$ cat src/rtl/rambus_arbiter_pkg.sv
// Shared types for the two-port rambus arbiter: FSM states and the captured bus request.
// The capture struct is sized by RAMARB_AW/RAMARB_DW, which must match the top's AW/DW.
package rambus_arbiter_pkg;

    localparam int RAMARB_AW = 32;
    localparam int RAMARB_DW = 32;

    typedef enum logic [1:0] {
        ARB_IDLE,
        ARB_REQ,
        ARB_WAIT
    } arb_state_t;

    typedef struct packed {
        logic                     we;
        logic [RAMARB_AW-1:0]     addr;
        logic [RAMARB_DW/8-1:0]   wstrb;
        logic [RAMARB_DW-1:0]     wdata;
    } mem_req_t;

endpackage

$ cat src/rtl/ramarb_pick.sv
// Purpose: combinational 2-way winner select; fixed s1>s0, or round-robin with RAMBUS_ARB_RR_EN.
// Latency: zero cycles (pure combinational).
// Backpressure: none; the caller only samples winner when some req is high.
module ramarb_pick (
    input  logic [1:0] req,
    input  logic       last,
    output logic       winner
);

`ifdef RAMBUS_ARB_RR_EN
    // Only a genuine tie consults history; a lone requester always wins.
    always_comb begin
        winner = req[1];
        if (req == 2'b11) begin
            winner = ~last;
        end
    end
`else
    logic unused_last;
    assign unused_last = last;
    assign winner      = req[1];
`endif

endmodule

$ cat src/rtl/rambus_arbiter.sv
// Purpose: shares one rambus between fetch (s0) and data (s1); RAMBUS_ARB_RR_EN selects round-robin.
// Latency: gnt same cycle as req, mem_req next cycle, rvalid the cycle after mem_gnt at the earliest.
// Backpressure: one outstanding transaction; losers hold req, mem_req holds until mem_gnt, watchdog ends WAIT.
module rambus_arbiter
    import rambus_arbiter_pkg::*;
#(
    parameter int AW          = 32,
    parameter int DW          = 32,
    parameter int RSP_TIMEOUT = 255
) (
    input  logic            clk,
    input  logic            rst,

    input  logic            s0_req,
    input  logic            s0_we,
    input  logic [AW-1:0]   s0_addr,
    input  logic [DW/8-1:0] s0_wstrb,
    input  logic [DW-1:0]   s0_wdata,
    output logic            s0_gnt,
    output logic            s0_rvalid,
    output logic [DW-1:0]   s0_rdata,
    output logic            s0_err,

    input  logic            s1_req,
    input  logic            s1_we,
    input  logic [AW-1:0]   s1_addr,
    input  logic [DW/8-1:0] s1_wstrb,
    input  logic [DW-1:0]   s1_wdata,
    output logic            s1_gnt,
    output logic            s1_rvalid,
    output logic [DW-1:0]   s1_rdata,
    output logic            s1_err,

    output logic            mem_req,
    output logic            mem_we,
    output logic [AW-1:0]   mem_addr,
    output logic [DW/8-1:0] mem_wstrb,
    output logic [DW-1:0]   mem_wdata,
    input  logic            mem_gnt,
    input  logic            mem_rvalid,
    input  logic [DW-1:0]   mem_rdata
);

    localparam int CW = (RSP_TIMEOUT > 1) ? $clog2(RSP_TIMEOUT) : 1;

    arb_state_t    state_q, state_d;
    mem_req_t      pay_q, pay_d;
    logic          owner_q, owner_d;
    logic [CW-1:0] cnt_q, cnt_d;

    logic [1:0]    req_vec;
    logic          winner;
    logic          last_w;
    logic          grant;
    logic          rsp_vld;
    logic          rsp_err;
    logic          in_req;

    assign req_vec = {s1_req, s0_req};

    ramarb_pick u_pick (
        .req    (req_vec),
        .last   (last_w),
        .winner (winner)
    );

`ifdef RAMBUS_ARB_RR_EN
    logic last_q;

    always_ff @(posedge clk) begin
        if (rst) begin
            last_q <= 1'b1;
        end else if (grant) begin
            last_q <= winner;
        end
    end

    assign last_w = last_q;
`else
    assign last_w = 1'b1;
`endif

    always_comb begin
        state_d = state_q;
        pay_d   = pay_q;
        owner_d = owner_q;
        cnt_d   = cnt_q;
        grant   = 1'b0;
        rsp_vld = 1'b0;
        rsp_err = 1'b0;
        case (state_q)
            ARB_IDLE: begin
                if (|req_vec) begin
                    grant   = 1'b1;
                    owner_d = winner;
                    state_d = ARB_REQ;
                    if (winner) begin
                        pay_d.we    = s1_we;
                        pay_d.addr  = s1_addr;
                        pay_d.wstrb = s1_wstrb;
                        pay_d.wdata = s1_wdata;
                    end else begin
                        pay_d.we    = s0_we;
                        pay_d.addr  = s0_addr;
                        pay_d.wstrb = s0_wstrb;
                        pay_d.wdata = s0_wdata;
                    end
                end
            end
            ARB_REQ: begin
                if (mem_gnt) begin
                    state_d = ARB_WAIT;
                    cnt_d   = '0;
                end
            end
            ARB_WAIT: begin
                cnt_d = cnt_q + CW'(1);
                // A real response beats a coincident watchdog expiry.
                if (mem_rvalid) begin
                    rsp_vld = 1'b1;
                    state_d = ARB_IDLE;
                end else if (cnt_q == CW'(RSP_TIMEOUT - 1)) begin
                    rsp_vld = 1'b1;
                    rsp_err = 1'b1;
                    state_d = ARB_IDLE;
                end
            end
            default: begin
                state_d = ARB_IDLE;
            end
        endcase
    end

    always_ff @(posedge clk) begin
        if (rst) begin
            state_q <= ARB_IDLE;
            pay_q   <= '0;
            owner_q <= 1'b0;
            cnt_q   <= '0;
        end else begin
            state_q <= state_d;
            pay_q   <= pay_d;
            owner_q <= owner_d;
            cnt_q   <= cnt_d;
        end
    end

    // Outputs are masked during reset so an abandoned transaction never completes.
    assign s0_gnt    = grant & ~winner & ~rst;
    assign s1_gnt    = grant &  winner & ~rst;

    assign s0_rvalid = rsp_vld & ~owner_q & ~rst;
    assign s1_rvalid = rsp_vld &  owner_q & ~rst;
    assign s0_err    = rsp_err & ~owner_q & ~rst;
    assign s1_err    = rsp_err &  owner_q & ~rst;
    assign s0_rdata  = (s0_rvalid && !rsp_err) ? mem_rdata : '0;
    assign s1_rdata  = (s1_rvalid && !rsp_err) ? mem_rdata : '0;

    assign in_req    = (state_q == ARB_REQ) && !rst;
    assign mem_req   = in_req;
    assign mem_we    = in_req & pay_q.we;
    assign mem_addr  = in_req ? pay_q.addr  : '0;
    assign mem_wstrb = in_req ? pay_q.wstrb : '0;
    assign mem_wdata = in_req ? pay_q.wdata : '0;

endmodule

$ cat config.mk
export PLATFORM = sky130hd
export DESIGN_NAME = rambus_arbiter
export DESIGN_NICKNAME = d
export VERILOG_FILES = /design/src/rtl/rambus_arbiter_pkg.sv /design/src/rtl/ramarb_pick.sv /design/src/rtl/rambus_arbiter.sv
export SDC_FILE = /design/constraint.sdc
export NUM_CORES = 1
export LEC_CHECK = 0
export ABC_AREA = 0
export ABC_CLOCK_PERIOD_IN_PS = 2900
export CAP_MARGIN = 20
export CORE_MARGIN = 3
export CORE_UTILIZATION = 30
export CTS_CLUSTER_SIZE = 8
export DETAILED_ROUTE_END_ITERATION = 12
export GPL_TIMING_DRIVEN = 0
export PLACE_DENSITY = 0.73
export REMOVE_ABC_BUFFERS = 1
export SKIP_LAST_GASP = 1
export SLEW_MARGIN = 10
export SYNTH_ARGS = -nofsm -noshare
export SYNTH_HDL_FRONTEND = slang
export SYNTH_SLANG_ARGS = --single-unit
$ cat constraint.sdc
create_clock -name clk -period 2.9 [get_ports clk]
set_clock_uncertainty 0.05 [all_clocks]
set_input_delay 0.58 -clock clk [delete_from_list [all_inputs] [get_ports clk]]
set_output_delay 0.58 -clock clk [all_outputs]
set_load 0.03 [all_outputs]
==> tab_implementation.tex, run 1 <==
\begin{tabular}{lr}
\hline
Metric & Value \\
\hline
\multicolumn{2}{l}{\textbf{Final layout}} \\
Fraction of final layout cells with drive strength greater than 1 & 8.75\% \\
Number of nets at the end of the flow & 973 \\
Synth-to-layout area growth & 86.5\% \\
Final cell count without fillers & 978 \\
\multicolumn{2}{l}{\textbf{Pwr}} \\
Power per standard cell area & 413 nW/um\^{}2 \\
Leakage component of the power & 4.25 nW \\
Clock network fraction of total power & 40.0\% \\
Switching power of the nets & 0.782 mW \\
Share of power burned in registers & 38.7\% \\
Logic gate share of total power & 21.3\% \\
Cell internal power dissipation & 2.44 mW \\
Worst-case vdd ir drop & 0.000301 V \\
Switching power as a share of total power & 24.3\% \\
Overall power after layout & 3.22 mW \\
\multicolumn{2}{l}{\textbf{Placed design}} \\
Sum of net half-perimeters after detailed placement & 13300 um \\
I/O Buffers & 315 \\
Pre-CTS setup slack & -1.51 ns \\
Weighted congestion reported at the end of routability-driven placement & 0.811 \\
Placed cell count & 952 \\
\multicolumn{2}{l}{\textbf{Die}} \\
Die outline height & 124 um \\
Number of I/O pins & 316 \\
Core box area & 13400 um\^{}2 \\
Die area & 15400 um\^{}2 \\
Die span in x & 124 um \\
Total number of placement rows & 42 \\
Initial standard-cell utilization of the core & 31.1\% \\
\multicolumn{2}{l}{\textbf{GRT}} \\
Global-route wire length before repair & 24600 um \\
Overflow after GRT & 0 \\
Pin count of the biggest net entering global routing & 36 \\
Antenna violations before repair & 1 \\
Vias in the first global route & 4735 \\
Total global-route track usage & 20.8\% \\
\multicolumn{2}{l}{\textbf{Clock tree}} \\
Total clock buffers created by CTS & 9 \\
Hold-fix buffer count after cts & 0 \\
H-tree depth & 3 \\
CTS Sinks & 80 \\
Insertion delay of the later-clocked pin in the worst-skew pair & 0.33 ns \\
Clock root buffer & clkbuf\_16 \\
Register clock-pin slew on the reported worst setup and hold paths & 0.06 ns \\
TritonCTS clock tree & done \\
Clock Path Buffers & 2 \\
\multicolumn{2}{l}{\textbf{Setup path}} \\
Nature of the critical path endpoint & output port \\
WP data arrival & 2.35 ns \\
CP Launch Type & flip-flop \\
Data required time of the critical path & 2.27 ns \\
Critical-path maximum fanout & 17 \\
Critical setup path kind & reg2out \\
\multicolumn{2}{l}{\textbf{Routing}} \\
Count of antenna-violating nets left after detailed routing & 0 \\
Detailed-routed wire length on met2 & 8770 um \\
Wl on met1 & 6100 um \\
Detailed-routing iteration count for the pre-antenna-repair pass & 4 \\
Met3 Routed Length & 2240 um \\
DR top layer & met4 \\
DRC violation count after routing & 0 \\
Starting DRT DRC Count & 207 \\
Post-detailed-routing wire length & 17300 um \\
Number of vias in the routed layout & 4773 \\
Routed len/inst & 17.7 um \\
Number of vias per cell after detailed routing & 4.88 \\
\multicolumn{2}{l}{\textbf{Run}} \\
Max-cap violations & 0 \\
\multicolumn{2}{l}{\textbf{Synthesis}} \\
Mapped Cells & 492 \\
Unique masters post-synth & 36 \\
Syn Area/Cell & 8.48 um\^{}2 \\
Register bit total from synthesis & 80 \\
Post-Synthesis Cell Area & 4170 um\^{}2 \\
Number of warnings issued by yosys & 0 \\
Share of synthesized area occupied by flip-flops and latches & 38.4\% \\
\multicolumn{2}{l}{\textbf{STA}} \\
Slew @ Worst Pin & 0.654 ns \\
Count of endpoints failing setup in the final report & 16 \\
Time the final worst path needs with I/O delays and setup & 2.98 ns \\
Post-Route Setup TNS & -1.01 ns \\
Unrepaired setup endpoints after global routing & true \\
Slew Limit Headroom & 56.4\% \\
Final period util & 103\% \\
Max Transition Viols Final & 0 \\
Highest Clock Rate & 335 MHz \\
Smallest setup slack after layout & -0.0845 ns \\
Hold Fails Final Rpt & 0 \\
\multicolumn{2}{l}{\textbf{Run status}} \\
Run status & finished with violations \\
Failing checks & negative setup slack \\
\multicolumn{2}{l}{\textbf{Min path}} \\
Type of the most critical hold path & reg2reg \\
\hline
\end{tabular}
final cells by class:
type                            count  area (um^2)
Antenna cell                        2         5.00
Clock buffer                       11          233
Clock inverter                      5          105
Fill cell                        1254         5620
Inverter                            1         3.75
Multi-Input combinational cell    369         2370
Sequential cell                    80         1610
Tap cell                          176          220
Timing Repair Buffer              334         3240
cell usage in the layout, fill, tap and decap left out, types with 2 or more instances in the layout:
cell type	instances
nand4_1	3
a22o_1	67
dlymetal6s2s_1	21
and2_1	69
nand4b_1	2
clkdlybuf4s50_1	196
nor3_1	4
a211oi_1	2
nor3b_4	2
nand2_1	36
nor2_1	78
clkbuf_2	22
buf_4	6
dlygate4sd2_1	70
diode_2	2
and3_1	2
clkinvlp_4	2
a21oi_1	8
a31oi_1	2
o21ai_0	5
bufinv_16	3
clkdlybuf4s15_2	2
buf_8	7
buf_6	4
dfxtp_1	78
buf_12	2
ha_1	2
a32oi_1	2
clkdlybuf4s15_1	3
a21o_1	67
clkbuf_16	9
clkbuf_1	2
kinds of logic (layout without fill, tap and decap cells):
| group | Yosys count | after routing | synth area share, % |
|---|---|---|---|
| AOI/OAI and AO/OA | 158 | 158 | 29.7 |
| other | 0 | 2 | 0 |
| buffers and inverters | 45 | 351 | 6.21 |
| and+or+nand+nor | 207 | 209 | 25.2 |
| adders and majority gates | 2 | 2 | 0.600 |
| DFF | 80 | 80 | 38.4 |
path summary, 6_finish.rpt:
path	startpoint	endpoint	slack, ns	depth (start not counted)
min reg2reg	pay_q[17]	pay_q[17]	0.39	1
max reg2reg	state_q[1]	pay_q[44]	1.14	6
max	state_q[0]	s0_rdata[30]	-0.08	4
min	pay_q[17]	pay_q[17]	0.39	1
synth_stat cells, drive strengths merged:
cell type   n  area share, %
a2111oi     1           0.21
a211oi      2           0.36
a21o       67             12
a21oi       8           0.96
a22o       67             14
a22oi       1           0.18
a31oi       2           0.30
a32oi       2           0.42
a41oi       1           0.21
and2       70             10
and3        2           0.30
and4        1           0.21
buf        24            4.3
clkbuf     20            1.8
dfxtp      80             38
ha          2           0.60
inv         1          0.090
nand2      37            3.3
nand2b      2           0.30
nand3b      1           0.18
nand4       3           0.45
nand4b      2           0.42
nor2       79            7.2
nor2b       2           0.30
nor3        4           0.48
nor3b       1           0.30
nor4        1           0.51
nor4b       1           0.57
o21ai       6           0.72
o31ai       1           0.18
or3         1           0.15
power by group through the flow:
stage	sequential (mW)	combinational (mW)	clock (mW)
after floorplan	1.25	0.282	0
after global placement	1.26	0.642	0
after detailed placement	1.27	0.690	0
after CTS	1.25	0.692	1.32
after global routing	1.26	0.737	1.36
final	1.25	0.684	1.29
sequential cells by signal (all words and copies together), names as in the netlist:
register	count
pay_q	69
cnt_q	8
state_q	2
owner_q	1
metrics by stage:
stage / utilization, % / instance area (um^2) / hold slack [ns]
floorplan: - / 3920 / 0.367
global placement: 54.4 / 7290 / 0.374
detailed placement: 55.9 / 7490 / 0.380
CTS: 58.2 / 7790 / 0.393
global route: 58.0 / 7780 / 0.410
finish: 58.1 / 7780 / 0.389
worst max-delay path: stages (launching register included):
cell,delay [ns]
dfxtp_2,0.39
nand2b_2,0.33
or3_2,0.72
nor2_1,0.16
dlygate4sd2_1,0.41
routing by layer:
metal	GRT usage, %	vias up
met2	37.4	199
met4	6.16	0
li1	-	2328
met3	10.9	15
met5	0	-
met1	20.9	2231
repair_timing:
item | CTS | global route
setup endpoints to repair | 140 | 48
gates cloned | 1 | 1
buffers inserted | 6 | 0
pin swaps | 3 | 1
resized for setup | 115 | 69
Note: power is estimated with default switching activity, not from simulation.
==> run 2, diff against run 1 <==
--- a/config.mk
+++ b/config.mk
@@ -20,3 +20,4 @@
 export SYNTH_ARGS = -nofsm -noshare
 export SYNTH_HDL_FRONTEND = slang
 export SYNTH_SLANG_ARGS = --single-unit
+export TNS_END_PERCENT = 10
==> run 2 against run 1 <==
Against the previous run: the run still ends with negative setup slack left; core utilization up 0.91 points; first-iteration DRC count up 2.4%; combinational power up 0.7%; critical path depth up 3; register-to-register slack worse by 0.03 ns; sequential share of layout area down 0.35 points; non-clock buffer count down 3; fmax down 3.8%; wire length down 1.7%; count of clock-buffer cells in the layout unchanged; critical endpoint is now mem_addr[15]; largest cell class unchanged.
==> tab_implementation.tex, run 2 (same netlist as run 1, synthesis figures left out) <==
\begin{tabular}{lr}
\hline
Metric & Value \\
\hline
\multicolumn{2}{l}{\textbf{GRT}} \\
Overflow after GRT & 0 \\
Total global-route track usage & 20.8\% \\
Pin count of the biggest net entering global routing & 36 \\
Antenna violations before repair & 1 \\
Vias in the first global route & 4727 \\
Global-route wire length before repair & 24600 um \\
\multicolumn{2}{l}{\textbf{STA}} \\
Max Transition Viols Final & 0 \\
Hold Fails Final Rpt & 0 \\
Highest Clock Rate & 322 MHz \\
Hold slack final & 0.389 ns \\
Slew @ Worst Pin & 0.643 ns \\
Unrepaired setup endpoints after global routing & true \\
Time the final worst path needs with I/O delays and setup & 3.10 ns \\
Count of endpoints failing setup in the final report & 86 \\
Slew Limit Headroom & 57.2\% \\
Final period util & 107\% \\
Smallest setup slack after layout & -0.203 ns \\
\multicolumn{2}{l}{\textbf{Run status}} \\
Failing checks & negative setup slack \\
Run status & finished with violations \\
\multicolumn{2}{l}{\textbf{Die}} \\
Number of I/O pins & 316 \\
Initial standard-cell utilization of the core & 31.1\% \\
Core box area & 13400 um\^{}2 \\
Total number of placement rows & 42 \\
Die area & 15400 um\^{}2 \\
Die span in x & 124 um \\
Die outline height & 124 um \\
\multicolumn{2}{l}{\textbf{Routing}} \\
Count of antenna-violating nets left after detailed routing & 0 \\
Detailed-routing iteration count for the pre-antenna-repair pass & 4 \\
Number of vias in the routed layout & 4737 \\
DRC violation count after routing & 0 \\
Starting DRT DRC Count & 212 \\
Routed len/inst & 17.5 um \\
Post-detailed-routing wire length & 17000 um \\
Number of vias per cell after detailed routing & 4.86 \\
\multicolumn{2}{l}{\textbf{Pwr}} \\
Leakage component of the power & 3.79 nW \\
Switching power of the nets & 0.778 mW \\
Switching power as a share of total power & 24.2\% \\
Cell internal power dissipation & 2.44 mW \\
Share of power burned in registers & 38.7\% \\
Logic gate share of total power & 21.4\% \\
Worst-case vdd ir drop & 0.000304 V \\
Clock network fraction of total power & 39.9\% \\
Power per standard cell area & 408 nW/um\^{}2 \\
\multicolumn{2}{l}{\textbf{Clock tree}} \\
CTS Sinks & 80 \\
Clock root buffer & clkbuf\_16 \\
Insertion delay of the later-clocked pin in the worst-skew pair & 0.33 ns \\
H-tree depth & 3 \\
Total clock buffers created by CTS & 9 \\
TritonCTS clock tree & done \\
Clock Path Buffers & 2 \\
Register clock-pin slew on the reported worst setup and hold paths & 0.06 ns \\
\multicolumn{2}{l}{\textbf{Final layout}} \\
Flip-flop and latch area & 1600 um\^{}2 \\
Largest registers & pay\_q x69, cnt\_q x8, state\_q x2 \\
Top register by number of flip-flops & pay\_q \\
Max reg flops & 69 \\
Most frequent standard cell in the layout excluding fill and tap cells & clkdlybuf4s50\_1 \\
Area of combinational cells with multiple inputs & 2360 um\^{}2 \\
Core occupancy in the finished layout & 59.0\% \\
Synth-to-layout area growth & 89.4\% \\
\# fillers & 1216 \\
Final Cell Area & 7900 um\^{}2 \\
Commonest non-fill, non-tap cells in the layout & 285 x clkdlybuf4s50\_1, 78 x nor2\_1, 78 x dfxtp\_1 \\
Number of nets at the end of the flow & 969 \\
Fraction of final layout cells with drive strength greater than 1 & 5.40\% \\
\multicolumn{2}{l}{\textbf{Setup path}} \\
WP data arrival & 2.47 ns \\
Critical setup path kind & in2out \\
Nature of the critical path endpoint & output port \\
CP Launch Type & primary input \\
Data required time of the critical path & 2.27 ns \\
Critical-path maximum fanout & 21 \\
\multicolumn{2}{l}{\textbf{Placed design}} \\
Sum of net half-perimeters after detailed placement & 13300 um \\
Weighted congestion reported at the end of routability-driven placement & 0.811 \\
Pre-CTS setup slack & -1.51 ns \\
Area post-placement & 7490 um\^{}2 \\
I/O Buffers & 315 \\
\multicolumn{2}{l}{\textbf{Run}} \\
Max-cap violations & 0 \\
\multicolumn{2}{l}{\textbf{Min path}} \\
Type of the most critical hold path & reg2reg \\
\hline
\end{tabular}
[run 2: routing by layer]
metal  global-route usage (%)  part of all wire (%)  vias up
li1                         -                     -     2318
met1                     20.9                    35     2206
met2                     37.4                    51      204
met3                     10.9                    13        9
met4                     5.82                  0.70        0
met5                        0                     0        -
[run 2: final cells by class]
| cell class | count | area share (%) |
|---|---|---|
| diodes | 2 | 0.0633 |
| clock buffers | 11 | 2.94 |
| clock inverters | 5 | 1.33 |
| inverters | 1 | 0.0475 |
| multi-input cells | 368 | 29.9 |
| flip-flops and latches | 80 | 20.3 |
| well taps | 176 | 2.79 |
| repair buffers | 331 | 42.7 |
[run 2: power groups by stage]
stage               combinational [mW]  sequential, mW  clock (mW)
finish                           0.689            1.25        1.28
global route                     0.742            1.26        1.36
CTS                              0.697            1.25        1.32
detailed placement               0.690            1.27           0
global placement                 0.642            1.26           0
floorplan                        0.282            1.25           0
[run 2: worst max-delay path, stage by stage]
cell	delay, ns
buf_2	0.26
nor3b_4	0.31
buf_8	0.18
buf_6	0.16
buf_8	0.16
and2_1	0.13
clkdlybuf4s50_1	0.67
[run 2: final timing paths]
path,depth (start not counted),to,slack [ns],startpoint
setup / recovery,7,mem_addr[15],-0.20,rst
hold / removal,1,pay_q[17],0.39,pay_q[17]
setup reg to reg,6,pay_q[44],1.11,state_q[1]
hold reg to reg,1,pay_q[17],0.39,pay_q[17]
[run 2: metrics by stage]
step	std cells	setup TNS, ns	power [mW]
after detailed placement	952	-175.60	1.96
after global routing	973	-22.44	3.36
after global placement	939	-465.24	1.90
after CTS	972	-15.81	3.26
final	974	-10.02	3.22
after floorplan	448	-57.72	1.53
[run 2: repair_timing]
action | in CTS | in global routing
hold buffers | 0 | 0
pin swaps | 2 | 0
setup buffers | 3 | 0
endpoints found under the setup margin | 140 | 127
cloned | 1 | 0
gates resized for setup | 32 | 12
hold endpoints to repair | 0 | 0
==> run 3, diff against run 2 <==
--- a/config.mk
+++ b/config.mk
@@ -8,10 +8,10 @@
 export ABC_AREA = 0
 export ABC_CLOCK_PERIOD_IN_PS = 2900
 export CAP_MARGIN = 20
-export CORE_MARGIN = 3
-export CORE_UTILIZATION = 30
+export CORE_AREA = 3 3 121 123
 export CTS_CLUSTER_SIZE = 8
 export DETAILED_ROUTE_END_ITERATION = 12
+export DIE_AREA = 0 0 124 126
 export GPL_TIMING_DRIVEN = 0
 export PLACE_DENSITY = 0.73
 export REMOVE_ABC_BUFFERS = 1
==> run 3 against run 2 <==
Against the previous run: the run still ends with negative setup slack left; hold slack better by 0.0012 ns; fmax is 0.75% lower; count of clock-buffer cells in the layout grew 1; combinational power hardly changed; die area grew 1.7%; global-route usage is 0.65 points lower; final cell count grew 0.10%; via count is 0.59% higher; sequential share of layout area is 0.10 points higher; core utilization down 1.9 points; highest routed layer unchanged.
==> tab_implementation.tex, run 3 (same netlist as run 1, synthesis figures left out) <==
\begin{tabular}{lr}
\hline
Metric & Value \\
\hline
\multicolumn{2}{l}{\textbf{Die}} \\
Die area & 15600 um\^{}2 \\
Initial standard-cell utilization of the core & 30.3\% \\
Number of I/O pins & 316 \\
Total number of placement rows & 43 \\
Die span in x & 124 um \\
Die outline height & 126 um \\
Core box area & 13800 um\^{}2 \\
\multicolumn{2}{l}{\textbf{Routing}} \\
Routed len/inst & 17.1 um \\
Detailed-routing iteration count for the pre-antenna-repair pass & 4 \\
Detailed-routed wire length on met2 & 8500 um \\
Wl on met1 & 6020 um \\
Met3 Routed Length & 1880 um \\
DR top layer & met4 \\
Post-detailed-routing wire length & 16700 um \\
Number of vias per cell after detailed routing & 4.89 \\
Count of antenna-violating nets left after detailed routing & 0 \\
Number of vias in the routed layout & 4765 \\
Starting DRT DRC Count & 218 \\
DRC violation count after routing & 0 \\
\multicolumn{2}{l}{\textbf{Setup path}} \\
Most used cell, CP & buf\_8 \\
Category of cells accounting for the largest share of critical-path delay & buffers and inverters \\
Setup slack, reg-to-reg & 0.97 ns \\
Critical setup path kind & in2out \\
Crit-path slowest cell & clkdlybuf4s50\_1 \\
Longest individual stage delay on the worst path & 0.66 ns \\
WP data arrival & 2.50 ns \\
Cells traversed along the worst timing path & buf\_2 > nor3b\_4 > buf\_8 > buf\_8 > buf\_6 > and2\_1 > clkdlybuf4s50\_1 \\
Critical-path maximum fanout & 24 \\
CP Buf/Inv Count & 5 \\
Nature of the critical path endpoint & output port \\
Data required time of the critical path & 2.27 ns \\
CP Launch Type & primary input \\
\multicolumn{2}{l}{\textbf{Placed design}} \\
Weighted congestion reported at the end of routability-driven placement & 0.757 \\
I/O Buffers & 315 \\
Sum of net half-perimeters after detailed placement & 13300 um \\
Pre-CTS setup slack & -1.34 ns \\
Area post-placement & 7500 um\^{}2 \\
Placed cell count & 956 \\
\multicolumn{2}{l}{\textbf{GRT}} \\
Total global-route track usage & 20.2\% \\
Overflow after GRT & 0 \\
Pin count of the biggest net entering global routing & 36 \\
Global-route wire length before repair & 24500 um \\
Antenna violations before repair & 1 \\
Vias in the first global route & 4799 \\
\multicolumn{2}{l}{\textbf{STA}} \\
Hold slack final & 0.391 ns \\
Smallest setup slack after layout & -0.227 ns \\
Highest Clock Rate & 320 MHz \\
Slew @ Worst Pin & 0.645 ns \\
Slew Limit Headroom & 57.0\% \\
Post-Route Setup TNS & -7.02 ns \\
Final period util & 108\% \\
Hold Fails Final Rpt & 0 \\
Count of endpoints failing setup in the final report & 84 \\
Max Transition Viols Final & 0 \\
Unrepaired setup endpoints after global routing & true \\
Time the final worst path needs with I/O delays and setup & 3.13 ns \\
\multicolumn{2}{l}{\textbf{Clock tree}} \\
TritonCTS clock tree & done \\
Total clock buffers created by CTS & 9 \\
Clock Path Buffers & 2 \\
H-tree depth & 3 \\
Register clock-pin slew on the reported worst setup and hold paths & 0.06 ns \\
CTS Sinks & 80 \\
Clock root buffer & clkbuf\_16 \\
Insertion delay of the later-clocked pin in the worst-skew pair & 0.32 ns \\
\multicolumn{2}{l}{\textbf{Final layout}} \\
Top register by number of flip-flops & pay\_q \\
\# fillers & 1257 \\
Final Cell Area & 7860 um\^{}2 \\
Number of nets at the end of the flow & 968 \\
Most frequent standard cell in the layout excluding fill and tap cells & clkdlybuf4s50\_1 \\
Largest registers & pay\_q x69, cnt\_q x8, state\_q x2 \\
Core occupancy in the finished layout & 57.1\% \\
Area of combinational cells with multiple inputs & 2340 um\^{}2 \\
Final cell count without fillers & 975 \\
Synth-to-layout area growth & 88.5\% \\
Flip-flop and latch area & 1600 um\^{}2 \\
Fraction of final layout cells with drive strength greater than 1 & 5.29\% \\
Max reg flops & 69 \\
Commonest non-fill, non-tap cells in the layout & 285 x clkdlybuf4s50\_1, 78 x nor2\_1, 78 x dfxtp\_1 \\
\multicolumn{2}{l}{\textbf{Run status}} \\
Failing checks & negative setup slack \\
Run status & finished with violations \\
\multicolumn{2}{l}{\textbf{Pwr}} \\
Leakage component of the power & 3.77 nW \\
Worst-case vdd ir drop & 0.000319 V \\
Power per standard cell area & 401 nW/um\^{}2 \\
Overall power after layout & 3.15 mW \\
\multicolumn{2}{l}{\textbf{Min path}} \\
Type of the most critical hold path & reg2reg \\
\multicolumn{2}{l}{\textbf{Run}} \\
Max-cap violations & 0 \\
\hline
\end{tabular}
==> run 3: cell types whose count changed in the layout (fill, tap and decap cells not counted), sizes merged <==
cell / change
nor3b: -1
dlymetal6s2s: -1
clkinvlp: -2
clkdlybuf4s15: +1
clkbuf: +1
diode: -1
bufinv: -1
clkinv: +1
==> run 3: timing repair <==
item,4_1_cts,5_1_grt
gates resized for setup,32,12
hold buffers,0,0
endpoints found under the setup margin,142,112
pin swaps,2,0
setup buffers,3,0
==> run 3: path summary, 6_finish.rpt <==
| path | from | end | cells after the start |
|---|---|---|---|
| max | rst | mem_wdata[10] | 7 |
| min | pay_q[15] | pay_q[15] | 1 |
| max reg2reg | state_q[1] | pay_q[47] | 6 |
| min reg2reg | pay_q[15] | pay_q[15] | 1 |
==> run 3: power by group <==
part,total (mW),switching [mW],internal (mW),leakage (nW)
logic,0.687,0.281,0.406,2.95
clock network,1.22,0.428,0.795,0.159
registers,1.24,0.0491,1.19,0.659
total,3.15,0.759,2.40,3.77
==> run 3: cell type report <==
cell class / instances / area share [%]
timing repair buffer: 331 / 42.8
multi-input combinational: 367 / 29.8
sequential: 80 / 20.4
clock buffer: 12 / 3.26
tap: 180 / 2.86
clock inverter: 3 / 0.827
inverter: 1 / 0.0477
antenna: 1 / 0.0318
==> run 3: layer usage <==
layer / global-route usage, % / vias up
met4: 5.61 / 0
met5: 0 / -
li1: - / 2313
met3: 9.07 / 15
met2: 37.3 / 226
met1: 20.1 / 2211
==> run 3: worst reg2reg max path: stages (launching register included) <==
cell     delay [ns]
dfxtp_2        0.47
nor2_2         0.11
o21ai_1        0.15
nor2b_4        0.55
buf_16         0.24
buf_16         0.18
a21o_1         0.14
